### src/rtl/sync_regfile.sv
// sync_regfile: 1-write/1-read register file with a registered read port, a valid strobe,
// and a self-clearing sweep. Define SYNC_REGFILE_BYPASS_EN for write-first same-address reads.
module sync_regfile #(
   parameter int DATA_W = 8,
   parameter int ADDR_W = 3
) (
   input  logic              clk,
   input  logic              rst,
   input  logic              clr,
   input  logic              we,
   input  logic [ADDR_W-1:0] wa,
   input  logic [DATA_W-1:0] wd,
   input  logic              re,
   input  logic [ADDR_W-1:0] ra,
   output logic [DATA_W-1:0] rq,
   output logic              rvalid,
   output logic              busy
);

   localparam int DEPTH = 1 << ADDR_W;
   localparam logic [ADDR_W-1:0] LAST = '1;

   typedef enum logic {CLEAR, READY} state_t;

   state_t state, state_next;
   logic [ADDR_W-1:0] cnt, cnt_next;

   logic [DATA_W-1:0] mem [DEPTH];

   logic              clearing;
   logic              accept_wr;
   logic              accept_rd;
   logic              mem_we;
   logic [ADDR_W-1:0] mem_wa;
   logic [DATA_W-1:0] mem_wd;
   logic [DATA_W-1:0] rd_data;

   assign clearing  = (state == CLEAR);
   assign accept_wr = !clearing && we && !clr;
   assign accept_rd = !clearing && re && !clr;
   assign busy      = clearing;

   // The sweep shares the single write port; user writes only land outside the sweep.
   assign mem_we = clearing || accept_wr;
   assign mem_wa = clearing ? cnt : wa;
   assign mem_wd = clearing ? '0 : wd;

`ifdef SYNC_REGFILE_BYPASS_EN
   assign rd_data = (we && (wa == ra)) ? wd : mem[ra];
`else
   assign rd_data = mem[ra];
`endif

   always_ff @(posedge clk or posedge rst) begin
      if (rst) begin
         state <= CLEAR;
         cnt   <= '0;
      end else begin
         state <= state_next;
         cnt   <= cnt_next;
      end
   end

   always_comb begin
      state_next = state;
      cnt_next   = cnt;
      case (state)
         CLEAR: begin
            if (clr) begin
               cnt_next = '0;
            end else if (cnt == LAST) begin
               state_next = READY;
               cnt_next   = '0;
            end else begin
               cnt_next = cnt + ADDR_W'(1);
            end
         end
         READY: begin
            if (clr) begin
               state_next = CLEAR;
               cnt_next   = '0;
            end
         end
         default: begin
            state_next = CLEAR;
            cnt_next   = '0;
         end
      endcase
   end

   always_ff @(posedge clk) begin
      if (mem_we) begin
         mem[mem_wa] <= mem_wd;
      end
   end

   // rq only moves on an accepted read, so it holds its value between reads and during a sweep.
   always_ff @(posedge clk or posedge rst) begin
      if (rst) begin
         rq     <= '0;
         rvalid <= 1'b0;
      end else begin
         rvalid <= accept_rd;
         if (accept_rd) begin
            rq <= rd_data;
         end
      end
   end

endmodule

### config.mk
export PLATFORM = sky130hd
export DESIGN_NAME = sync_regfile
export DESIGN_NICKNAME = d
export VERILOG_FILES = /design/src/rtl/sync_regfile.sv
export SDC_FILE = /design/constraint.sdc
export NUM_CORES = 1
export LEC_CHECK = 0
export BUFFER_PORTS_ARGS = -buffer_cell sky130_fd_sc_hd__buf_4
export CORE_ASPECT_RATIO = 1.2
export CORE_MARGIN = 1.5
export CORE_UTILIZATION = 55
export DETAILED_ROUTE_END_ITERATION = 10
export MAX_ROUTING_LAYER = met4
export PLACE_DENSITY = 0.84
export RECOVER_POWER = 100
export SYNTH_ARGS = -nofsm -noshare
export SYNTH_HDL_FRONTEND = slang
export SYNTH_SLANG_ARGS = --single-unit
### constraint.sdc
create_clock -name clk -period 1.98 [get_ports clk]
set_clock_uncertainty 0.05 [all_clocks]
set_input_delay 0.099 -clock clk [delete_from_list [all_inputs] [get_ports clk]]
set_output_delay 0.099 -clock clk [all_outputs]
set_load 0.005 [all_outputs]
After elaboration in Yosys (flattened, before gate mapping)
Memories as Yosys holds them, arrays and structs flattened. A register that Yosys moved wholly into a read port is not among the register bits.
Cells that the tools add are included.
{"block": "totals", "input_bits": 19, "regBits": 5, "memories": 1, "out_inout_bits": 10, "word_cells": 26, "ram_bits": 64}
{"block": "op_classes", "bitwise": 1, "eq_ne": 2, "n_mux": 12, "n_addsub": 1, "n_reduce_logical": 6}
{"memory": "mem", "depth": 8, "width": 8, "read_ports": 1, "rd_clocked_by_memory_dff": 1, "write_ports": 1, "line_no": "28", "rtl": "logic [DATA_W-1:0] mem [DEPTH];"}
{"cell": "3-bit 2-to-1 mux", "n": 4}
{"cell": "8-bit 2-to-1 mux", "n": 1}
{"cell": "3-bit one-hot mux with 2 select lines", "n": 1}
{"cell": "1-bit 2-to-1 mux", "n": 5}
{"cell": "1-bit logical AND", "n": 4}
{"cell": "3-bit by 1-bit adder with 3-bit output, second input constant", "n": 1}
{"cell": "3-bit == test, second input constant", "n": 1}
{"cell": "2-bit inequality test, second input constant", "n": 1}
{"cell": "1-bit one-hot mux with 2 select lines", "n": 1}
{"cell": "1-bit zero test", "n": 1}
{"cell": "1-bit logical OR", "n": 1}
{"cell": "1-bit inverter", "n": 1}

Longest topological paths before layout
Gate-level depths: netlist of run 1.
{"block": "logic_depth", "depth_word": 5, "depth_mapped": 5, "depth_no_buf": 5}

Least setup slack after synthesis of run 1
Ideal clock, no wire load.
{"block": "synth_path", "path_type": "flip-flop to flip-flop", "from": "reg state", "to": "mem mem[2][0] (enable)", "period_less_slack_ps": 1634, "path_slack_ps": 346, "path_buffers": 1, "t_required_ps": 1560, "t_arrival_ps": 1214, "setup_ps": 370, "path_stages_with_launch": 5, "cell_sequence": "dfrtp_1 -> buf_2 -> nand2_1 -> o32a_1 -> nor2_1"}
{"block": "synth_via", "elab_chain_cells": 5, "word_cells_on_any_way": 7, "classes_between": "mux: 3; bitwise: 1; reduce/logical: 3"}
{"element": "start: declaration", "line_no": "25", "rtl": "state_t state, state_next;"}
{"element": "start signal: assignment", "line_no": "59", "rtl": "state <= state_next;"}
{"element": "1-bit logical AND (2 in series)", "line_no": "39", "rtl": "assign accept_wr = !clearing && we && !clr;"}
{"element": "1-bit logical OR", "line_no": "44", "rtl": "assign mem_we = clearing || accept_wr;"}
{"element": "1-bit 2-to-1 mux", "line_no": "92", "rtl": "if (mem_we) begin"}
{"element": "1-bit 2-to-1 mux (implied by the code)", "line_no": "93", "rtl": "mem[mem_wa] <= mem_wd;"}
{"element": "end: declaration", "line_no": "28"}
Parallel ways exist; a longest one is shown, timed or not.

Worst setup path in the final report of run 1
{"block": "layout_path", "from": "reg state", "to": "mem mem[2][4] (enable)"}
Same word-level chain as after synthesis.

==> results of run 1 <==
[state kept, by name, summed over array words and instances (netlist names)]
| register | flops |
|---|---|
| rq | 8 |
| rvalid | 1 |
| state | 1 |
| mem | 64 |
| cnt | 3 |
[cell type report]
type / instances / area (sq um)
Fill cell: 420 / 2000
Timing Repair Buffer: 34 / 245
Clock inverter: 6 / 87.6
Tap cell: 64 / 80.1
Inverter: 5 / 18.8
Clock buffer: 10 / 128
Multi-Input combinational cell: 110 / 826
Sequential cell: 77 / 2250
[cell families after synthesis]
family | Yosys count
adder cells (fa/ha/maj) | 2
AO/OA/AOI/OAI | 31
flip-flops | 77
buffers and inverters | 14
multiplexers | 34
AND/OR/NAND/NOR | 43
[metal layers]
layer,vias to the layer above,routed length (um)
li1,837,-
met1,855,2740
met2,65,2770
met3,17,331
met4,0,195
met5,-,0
[how the worst max path moves through the flow]
stage	from	slack, ns	endpoint	cells after the start
3_3_place_gp	state	0.22	mem[3][2]	2
5_1_grt	state	0.02	mem[3][0]	2
2_1_floorplan	state	0.35	mem[2][0]	4
3_5_place_dp	state	0.17	mem[3][2]	2
6_report	state	0.14	mem[2][4]	3
4_1_cts	state	0.13	mem[3][0]	2
[tightest hold or removal path, stage by stage]
cell and delay (ns):
buf_4 0.09, nand2_1 0.16, o22ai_1 0.18, o31ai_1 0.10
[synthesized netlist by cell type, types with 3 or more instances]
| cell | n | area share |
|---|---|---|
| nor2_1 | 16 | 0.019 |
| nor2b_1 | 3 | 0.0059 |
| mux2i_1 | 18 | 0.057 |
| and2_1 | 8 | 0.016 |
| dfrtp_1 | 13 | 0.10 |
| o22ai_1 | 8 | 0.016 |
| a31oi_1 | 4 | 0.0079 |
| o31ai_1 | 6 | 0.014 |
| edfxtp_1 | 64 | 0.60 |
| inv_1 | 5 | 0.0059 |
| mux2_2 | 16 | 0.057 |
| nand2_1 | 10 | 0.012 |
| a22o_1 | 8 | 0.022 |
[power breakdown]
group / total, mW / switching, mW / internal (mW)
registers: 1.88 / 0.0376 / 1.84
clock network: 1.26 / 0.558 / 0.707
logic: 0.283 / 0.152 / 0.130
[through the flow]
stage	cell area, sq um	cells	util	setup slack, ns	total power [mW]
global route	3630	306	0.645	0.0177	3.55
finish	3630	306	0.645	0.144	3.43
CTS	3650	306	0.648	0.132	3.45
detailed placement	3410	288	0.606	0.170	2.20
global placement	3410	288	0.606	0.221	2.19
floorplan	3180	201	-	0.346	2.09
[timing repair]
| item | in CTS | in global routing |
|---|---|---|
| hold endpoints to repair | 17 | 0 |
| buffers inserted | 0 | 0 |
| hold buffers | 2 | 0 |
==> flow_metrics.env, run 1 <==
export IMPL_status="complete, no violations"
export IMPL_grt_pass1_wl_mm=9.67
export IMPL_antenna_cells=0
export IMPL_r2r_end="mem[2][4]"
export IMPL_routabilityCongestion=0.862
export IMPL_setup_violations_final=0
export IMPL_drive_gt1_frac=0.252
export IMPL_crit_type="reg2reg"
export IMPL_synthArstFlopShare=0.169
export IMPL_max_freq_ghz=0.545
export IMPL_hpwl_mm=4.19
export IMPL_busiest_layer="met2"
export IMPL_ir_drop_mv=0.442
export IMPL_r2r_start="state"
export IMPL_drc=0
export IMPL_fp_dieArea_sq_um=6250
export IMPL_routed_via_density=5.80
export IMPL_path_clk_slew_ns=0.08
export IMPL_area_growth_pct=14.2
export IMPL_num_rows=30
export IMPL_synthXorXnorAreaFrac=0
export IMPL_fin_crit_ns=1.84
export IMPL_worstPathMaxFanout=13
export IMPL_use_met2=0.332
export IMPL_ant_nets=0
export IMPL_cts_tree="yes"
export IMPL_portBuffers=28
export IMPL_p_leak_nw=1.41
export IMPL_cts_buffers=9
export IMPL_synth_edff_count=64
export IMPL_critPathBufInv=1
export IMPL_layout_commonest_cell="edfxtp_1"
export IMPL_critPathSlowestCell="dfrtp_1"
export IMPL_worstPathArrival_ns=1.79
export IMPL_nNetsFinal=258
export IMPL_yosysWarnings=0
export IMPL_core_area_sq_um=5630
export IMPL_grtUsageMet3=0.0663
export IMPL_die_h_um=86.3
export IMPL_dr_pass1_iters=4
export IMPL_slew_limit_headroom=0.503
export IMPL_cp_top_family="flip-flops"
export IMPL_hold_slack_ns=0.266
export IMPL_overflow=0
export IMPL_cts_resized=0
export IMPL_wl_per_cell_um=19.7
export IMPL_cts_sinks=77
export IMPL_critical_path_required_ns=1.93
export IMPL_r2r_cells=3
export IMPL_yosys_cell_types_count=28
export IMPL_synth_ff_type="edfxtp_1"
export IMPL_initial_core_util=0.565
export IMPL_muxShareOfSynthArea=0.113
export IMPL_hold_depth=4
export IMPL_synth_top_family_by_area="multiplexers"
export IMPL_synth_nets=222
export IMPL_cp_cell_sequence="o32a_1 -> nor2_1 -> clkbuf_1"
export IMPL_cp_end_kind="flip-flop"
export IMPL_fin_setup_tns_ns=0
export IMPL_insertion_delay_ns=0.35
export IMPL_clk_path_buf_depth=2
export IMPL_slew_viol_final=0
export IMPL_syn_area_sq_um=3180
export IMPL_htreeDepth=3
export IMPL_root_buffer="clkbuf_8"
export IMPL_grt_pass1_vias=1824
export IMPL_yosysSeqAreaShare=0.707
export IMPL_postSynthAreaPerCell_sq_um=15.8
export IMPL_synth_fa_ha_area_frac=0.00787
export IMPL_grt_max_degree=33
export IMPL_min_from="ra[1]"
export IMPL_synth_cells=201
export IMPL_dieWidth_um=72.4
export IMPL_drt_initial_drc_count=93
export IMPL_final_cell_mix="edfxtp_1 (64), mux2i_1 (18), buf_4 (17)"
export IMPL_power_density_nw_per_um2=943
export IMPL_worst_pin_slew_ns=0.746
export IMPL_hold_violations=0
export IMPL_ios=29
export IMPL_cap_viol_max_count=0
export IMPL_min_to="rq[0]"
export IMPL_synth_compound_area_frac=0.0740
export IMPL_num_vias=1774
export IMPL_antenna_found_initial=0
export IMPL_period_share=0.927
export IMPL_synthSimpleGateAreaFrac=0.0645
export IMPL_crit_path_max_incr_delay_ns=0.51
export IMPL_ys_ff_latch=77
export IMPL_rrSetupSlack_ns=0.14
export IMPL_drt_total_wl_mm=6.03
export IMPL_critPathLaunchType="flip-flop"
export IMPL_grt_setup_unrepaired="no"
export IMPL_hold_path_class="in2reg"
export IMPL_use_met1=0.294
export IMPL_grt_usage=0.228
Power figures use the tool's default switching activity.
==> run 2, diff against run 1 <==
- ABC_AREA: unset -> 1
- PLACE_DENSITY: 0.84 -> 0.83
==> run 2 against run 1 <==
Against the previous run: count of clock-buffer cells in the layout stayed put; combinational power rose by 7.8%; clock power is 10% higher; worst hold slack worse by 0.19 ns; critical endpoint is now mem[4][7]; core utilization rose by 0.63 points; die area is 6.9% higher; via count is 33% higher; critical path type unchanged.
==> flow_metrics.env, run 2 <==
export IMPL_overflow=0
export IMPL_antenna_cells=0
export IMPL_top_register="mem"
export IMPL_dr_pass1_iters=5
export IMPL_layoutNonFillerInstCount=469
export IMPL_critical_path_required_ns=1.92
export IMPL_fp_dieArea_sq_um=6680
export IMPL_path_clk_slew_ns=0.08
export IMPL_postSynthAreaPerCell_sq_um=9.91
export IMPL_ios=29
export IMPL_use_met2=0.360
export IMPL_drt_total_wl_mm=6.90
export IMPL_routed_via_density=5.03
export IMPL_clk_path_buf_depth=2
export IMPL_status="complete, no violations"
export IMPL_finish_instance_area_sq_um=3920
export IMPL_portBuffers=28
export IMPL_grt_pass1_wl_mm=10.7
export IMPL_insertion_delay_ns=0.34
export IMPL_hold_path_class="in2reg"
export IMPL_pre_cts_ws_ns=0.207
export IMPL_hold_violations=0
export IMPL_layout_core_utilization=0.651
export IMPL_synth_cells=344
export IMPL_r2r_end="mem[4][7]"
export IMPL_nNetsFinal=403
export IMPL_dpl_instance_area_sq_um=3700
export IMPL_ir_drop_mv=0.594
export IMPL_grt_usage=0.237
export IMPL_drt_initial_drc_count=341
export IMPL_final_cell_mix="nand2_1 (115), inv_1 (65), edfxtp_1 (64)"
export IMPL_slew_limit_headroom=0.585
export IMPL_multi_input_area_sq_um=805
export IMPL_use_met1=0.296
export IMPL_cts_resized=0
export IMPL_syn_area_sq_um=3410
export IMPL_wl_per_cell_um=14.7
export IMPL_synth_edff_count=64
export IMPL_grt_pass1_vias=2211
export IMPL_slew_viol_final=0
export IMPL_ys_ff_latch=77
export IMPL_htreeDepth=3
export IMPL_power_density_nw_per_um2=914
export IMPL_rrSetupSlack_ns=0.14
export IMPL_ant_nets=0
export IMPL_ys_top_cells_by_area="edfxtp_1 (56%), nand2_1 (13%), dfrtp_1 (9.5%)"
export IMPL_yosysWarnings=0
export IMPL_synth_top_area_frac=0.564
export IMPL_cp_endpoint="mem[4][7]"
export IMPL_busiest_layer="met2"
export IMPL_yosys_cell_types_count=20
export IMPL_r2r_cells=6
export IMPL_biggestRegsByFlops="mem: 64 flops, rq: 8 flops, cnt: 3 flops"
export IMPL_routabilityCongestion=0.897
export IMPL_yosysMostFrequentCell="nand2_1"
export IMPL_antenna_found_initial=0
export IMPL_cp_end_kind="flip-flop"
export IMPL_dieWidth_um=74.9
export IMPL_synth_common_cells="nand2_1 (115), edfxtp_1 (64), inv_1 (64)"
export IMPL_r2r_start="state"
export IMPL_min_from="ra[2]"
export IMPL_cts_setup_buffers=0
export IMPL_synth_nets=365
export IMPL_max_freq_ghz=0.545
export IMPL_setup_violations_final=0
export IMPL_initial_core_util=0.567
export IMPL_hold_slack_ns=0.0716
export IMPL_hpwl_mm=4.79
export IMPL_area_growth_pct=14.9
export IMPL_grt_max_degree=34
export IMPL_place_inst=451
export IMPL_root_buffer="clkbuf_8"
export IMPL_postCtsHoldBufs=2
export IMPL_cts_buffers=9
export IMPL_worstPathArrival_ns=1.78
export IMPL_period_share=0.927
export IMPL_die_h_um=89.2
export IMPL_cts_tree="yes"
export IMPL_critical_path_startpoint="state"
export IMPL_num_rows=31
export IMPL_worst_pin_slew_ns=0.620
export IMPL_worstPathMaxFanout=8
export IMPL_core_area_sq_um=6010
export IMPL_drc=0
export IMPL_num_vias=2361
export IMPL_layout_commonest_cell="nand2_1"
export IMPL_fin_crit_ns=1.84
export IMPL_critPathLaunchType="flip-flop"
export IMPL_nFillCells=440
export IMPL_setup_ws_ns=0.144
export IMPL_yosysTopAreaCell="edfxtp_1"
export IMPL_fin_setup_tns_ns=0
export IMPL_cap_viol_max_count=0
export IMPL_drive_gt1_frac=0.127
export IMPL_synthArstFlopShare=0.169
export IMPL_yosysSeqAreaShare=0.659
export IMPL_p_leak_nw=1.86
export IMPL_grtUsageMet3=0.0530
export IMPL_synth_ff_type="edfxtp_1"
export IMPL_largest_register_ffs=64
export IMPL_register_area_sq_um=2250
export IMPL_total_power_mw=3.58
export IMPL_crit_type="reg2reg"
export IMPL_grt_setup_unrepaired="no"
export IMPL_cts_sinks=77
==> run 2: cell count changes in the layout (fill, tap and decap cells not counted), moves of 5 or more <==
cell,change
o31ai_1,-6
mux2i_1,-18
mux2_2,-16
nor2_1,-8
o22ai_1,-8
a22o_1,-8
nand3_1,+53
nand2_1,+105
and2_0,-8
clkbuf_1,+5
inv_1,+60
==> run 2: layer usage <==
layer	vias up	routed length, um	share of wire
li1	1163	-	-
met1	1069	2910	0.42
met2	108	3280	0.48
met3	21	477	0.069
met4	0	227	0.033
met5	-	0	0
==> run 2: logic make-up after synthesis <==
family          count (synthesis)  share of synthesized area
compound gates                  6                     0.0117
fa+ha+maj                       2                    0.00734
buf+inv                        81                      0.103
flops                          77                      0.659
simple gates                  178                      0.218
==> run 2: layout make-up <==
class                   count  area share
flip-flops and latches     77       0.574
multi-input cells         186       0.205
repair buffers             40      0.0674
inverters                  68      0.0658
clock buffers              10      0.0326
clock inverters             6      0.0288
well taps                  82      0.0262
==> run 2: worst min-delay path by stage <==
stage                     endpoint  slack [ns]  cells past startpoint
final                        rq[5]        0.07                      4
after floorplan             cnt[0]       -0.07                      1
after global placement       rq[6]        0.12                      2
after detailed placement     rq[6]        0.12                      2
after global routing         rq[4]        0.07                      4
after CTS                    rq[5]        0.06                      4
==> run 2: power by group <==
group          leakage (nW)  switching, mW  internal, mW
Combinational         0.990          0.190         0.115
Clock                 0.109          0.552         0.837
Sequential            0.761         0.0406          1.85
Total                  1.86          0.782          2.80
==> run 2: worst max-delay path, cell delays in order (launching register included) <==
cell and delay (ns):
dfrtp_1 0.44, clkbuf_1 0.18, nand2_1 0.11, nand2_1 0.07
clkbuf_1 0.12, nor2_1 0.14, clkbuf_1 0.38
==> run 3, diff against run 2 <==
--- a/config.mk
+++ b/config.mk
@@ -7,5 +7,5 @@
 export LEC_CHECK = 0
 export ABC_AREA = 1
-export BUFFER_PORTS_ARGS = -buffer_cell sky130_fd_sc_hd__buf_4
+export BUFFER_PORTS_ARGS = -buffer_cell sky130_fd_sc_hd__buf_2
 export CORE_ASPECT_RATIO = 1.2
 export CORE_MARGIN = 1.5
==> constraint.sdc (replaced) <==
create_clock -name clk -period 1.98 [get_ports clk]
set_clock_uncertainty 0.05 [all_clocks]
set_input_delay 0.396 -clock clk [delete_from_list [all_inputs] [get_ports clk]]
set_output_delay 0.396 -clock clk [all_outputs]
set_load 0.005 [all_outputs]
==> run 3 against run 2 <==
Against the previous run: register-to-register slack got worse by 0.08 ns; sequential power about the same; maximum frequency decreased by 4.0%; first-iteration DRC count shrank 48%; core utilization decreased by 1.5 points; clock power is 10% lower; wire length is 0.96% higher; die area is the same; critical endpoint is now mem[7][2]; largest cell class unchanged; largest power group unchanged.
==> flow_metrics.env, run 3 (synthesis gave the netlist of run 2 again) <==
export IMPL_status="complete, no violations"
export IMPL_insertion_delay_ns=0.36
export IMPL_antenna_found_initial=0
export IMPL_drive_gt1_frac=0.134
export IMPL_critPathLaunchType="flip-flop"
export IMPL_cts_resized=0
export IMPL_core_area_sq_um=6010
export IMPL_htreeDepth=3
export IMPL_area_growth_pct=12.2
export IMPL_hold_path_class="in2async"
export IMPL_grt_usage=0.242
export IMPL_fp_dieArea_sq_um=6680
export IMPL_worstPathMaxFanout=11
export IMPL_layout_commonest_cell="nand2_1"
export IMPL_cts_buffers=9
export IMPL_die_h_um=89.2
export IMPL_power_density_nw_per_um2=896
export IMPL_setup_violations_final=0
export IMPL_root_buffer="clkbuf_8"
export IMPL_drt_total_wl_mm=6.97
export IMPL_ir_drop_mv=0.612
export IMPL_cts_tree="yes"
export IMPL_final_cell_mix="nand2_1 (115), inv_1 (65), edfxtp_1 (64)"
export IMPL_cts_sinks=77
export IMPL_postCtsHoldBufs=0
export IMPL_dieWidth_um=74.9
export IMPL_drt_initial_drc_count=178
export IMPL_cap_viol_max_count=0
export IMPL_use_met2=0.381
export IMPL_grt_pass1_wl_mm=11.1
export IMPL_grt_setup_unrepaired="yes"
export IMPL_cp_end_kind="flip-flop"
export IMPL_critical_path_required_ns=1.92
export IMPL_fin_setup_tns_ns=0
export IMPL_crit_type="reg2reg"
export IMPL_num_rows=31
export IMPL_worstPathArrival_ns=1.86
export IMPL_dr_pass1_iters=4
export IMPL_grt_pass1_vias=2359
export IMPL_cts_setup_buffers=0
export IMPL_ios=29
export IMPL_grt_max_degree=33
export IMPL_grtUsageMet3=0.0519
export IMPL_drc=0
export IMPL_slew_limit_headroom=0.564
export IMPL_antenna_cells=0
export IMPL_ant_nets=0
export IMPL_overflow=0
export IMPL_max_freq_ghz=0.523
export IMPL_busiest_layer="met2"
export IMPL_portBuffers=28
export IMPL_hold_violations=0
export IMPL_period_share=0.966
export IMPL_nFillCells=462
export IMPL_routed_via_density=5.15
export IMPL_num_vias=2417
export IMPL_clk_path_buf_depth=2
export IMPL_p_leak_nw=1.85
export IMPL_path_clk_slew_ns=0.08
export IMPL_worst_pin_slew_ns=0.651
export IMPL_biggestRegsByFlops="mem: 64 flops, rq: 8 flops, cnt: 3 flops"
export IMPL_slew_viol_final=0
export IMPL_largest_register_ffs=64
export IMPL_total_power_mw=3.42
export IMPL_fin_crit_ns=1.91
export IMPL_initial_core_util=0.567
export IMPL_routabilityCongestion=0.812
export IMPL_top_register="mem"
export IMPL_nNetsFinal=403
export IMPL_hpwl_mm=4.79
export IMPL_wl_per_cell_um=14.9
export IMPL_use_met1=0.284
## run 3: changes by cell type in the layout (fill, tap and decap cells not counted), moves of 2 or more
cell           delta
buf_2            +23
buf_4            -14
clkbuf_2          +2
clkbuf_4          -8
clkinv_2          +3
clkinvlp_4        -3
dlygate4sd3_1     -2
## run 3: report_power, final
part	internal (mW)	switching [mW]
clock network	0.704	0.547
registers	1.85	0.0362
logic	0.0989	0.194
total	2.65	0.777
## run 3: per-stage QoR
step | cells | hold WS [ns] | util | cell area [sq um] | worst slack, ns
2_1_floorplan | 344 | 0.223 | - | 3410 | 0.321
3_3_place_gp | 453 | 0.412 | 0.607 | 3650 | 0.177
3_5_place_dp | 453 | 0.419 | 0.607 | 3650 | 0.101
4_1_cts | 469 | 0.0319 | 0.641 | 3850 | 0.0638
5_1_grt | 469 | 0.0834 | 0.636 | 3820 | -0.0477
6_report | 469 | 0.0261 | 0.636 | 3820 | 0.0672
## run 3: layout make-up
cell class	instances	area [sq um]	share of cell area
timing repair buffer	40	200	0.0524
clock inverter	5	75.1	0.0196
multi-input combinational	186	810	0.212
clock buffer	11	131	0.0344
sequential	77	2250	0.588
inverter	68	258	0.0674
tap	82	103	0.0268
## run 3: critical path: stages, from the launching register on
cell and delay [ns]:
dfrtp_1 0.52, inv_4 0.11, or2_0 0.13, o21ai_2 0.08
inv_1 0.09, nand2_1 0.07, nor2_1 0.51
## run 3: worst paths after layout
path	startpoint	depth (start not counted)	endpoint	slack, ns
setup / recovery	state	6	mem[7][2]	0.07
hold / removal	rst	2	rq[1]	0.03
setup reg to reg	state	6	mem[7][2]	0.07
hold reg to reg	rq[4]	2	rq[4]	0.43
max in group asynchronous	rst	2	cnt[0]	1.48
min in group clk	clr	2	state	0.17
## run 3: per-layer routing
metal | part of all wire | vias up
met1 | 0.40 | 1123
met2 | 0.50 | 105
met4 | 0.038 | 0
li1 | - | 1161
met5 | 0 | -
met3 | 0.057 | 28
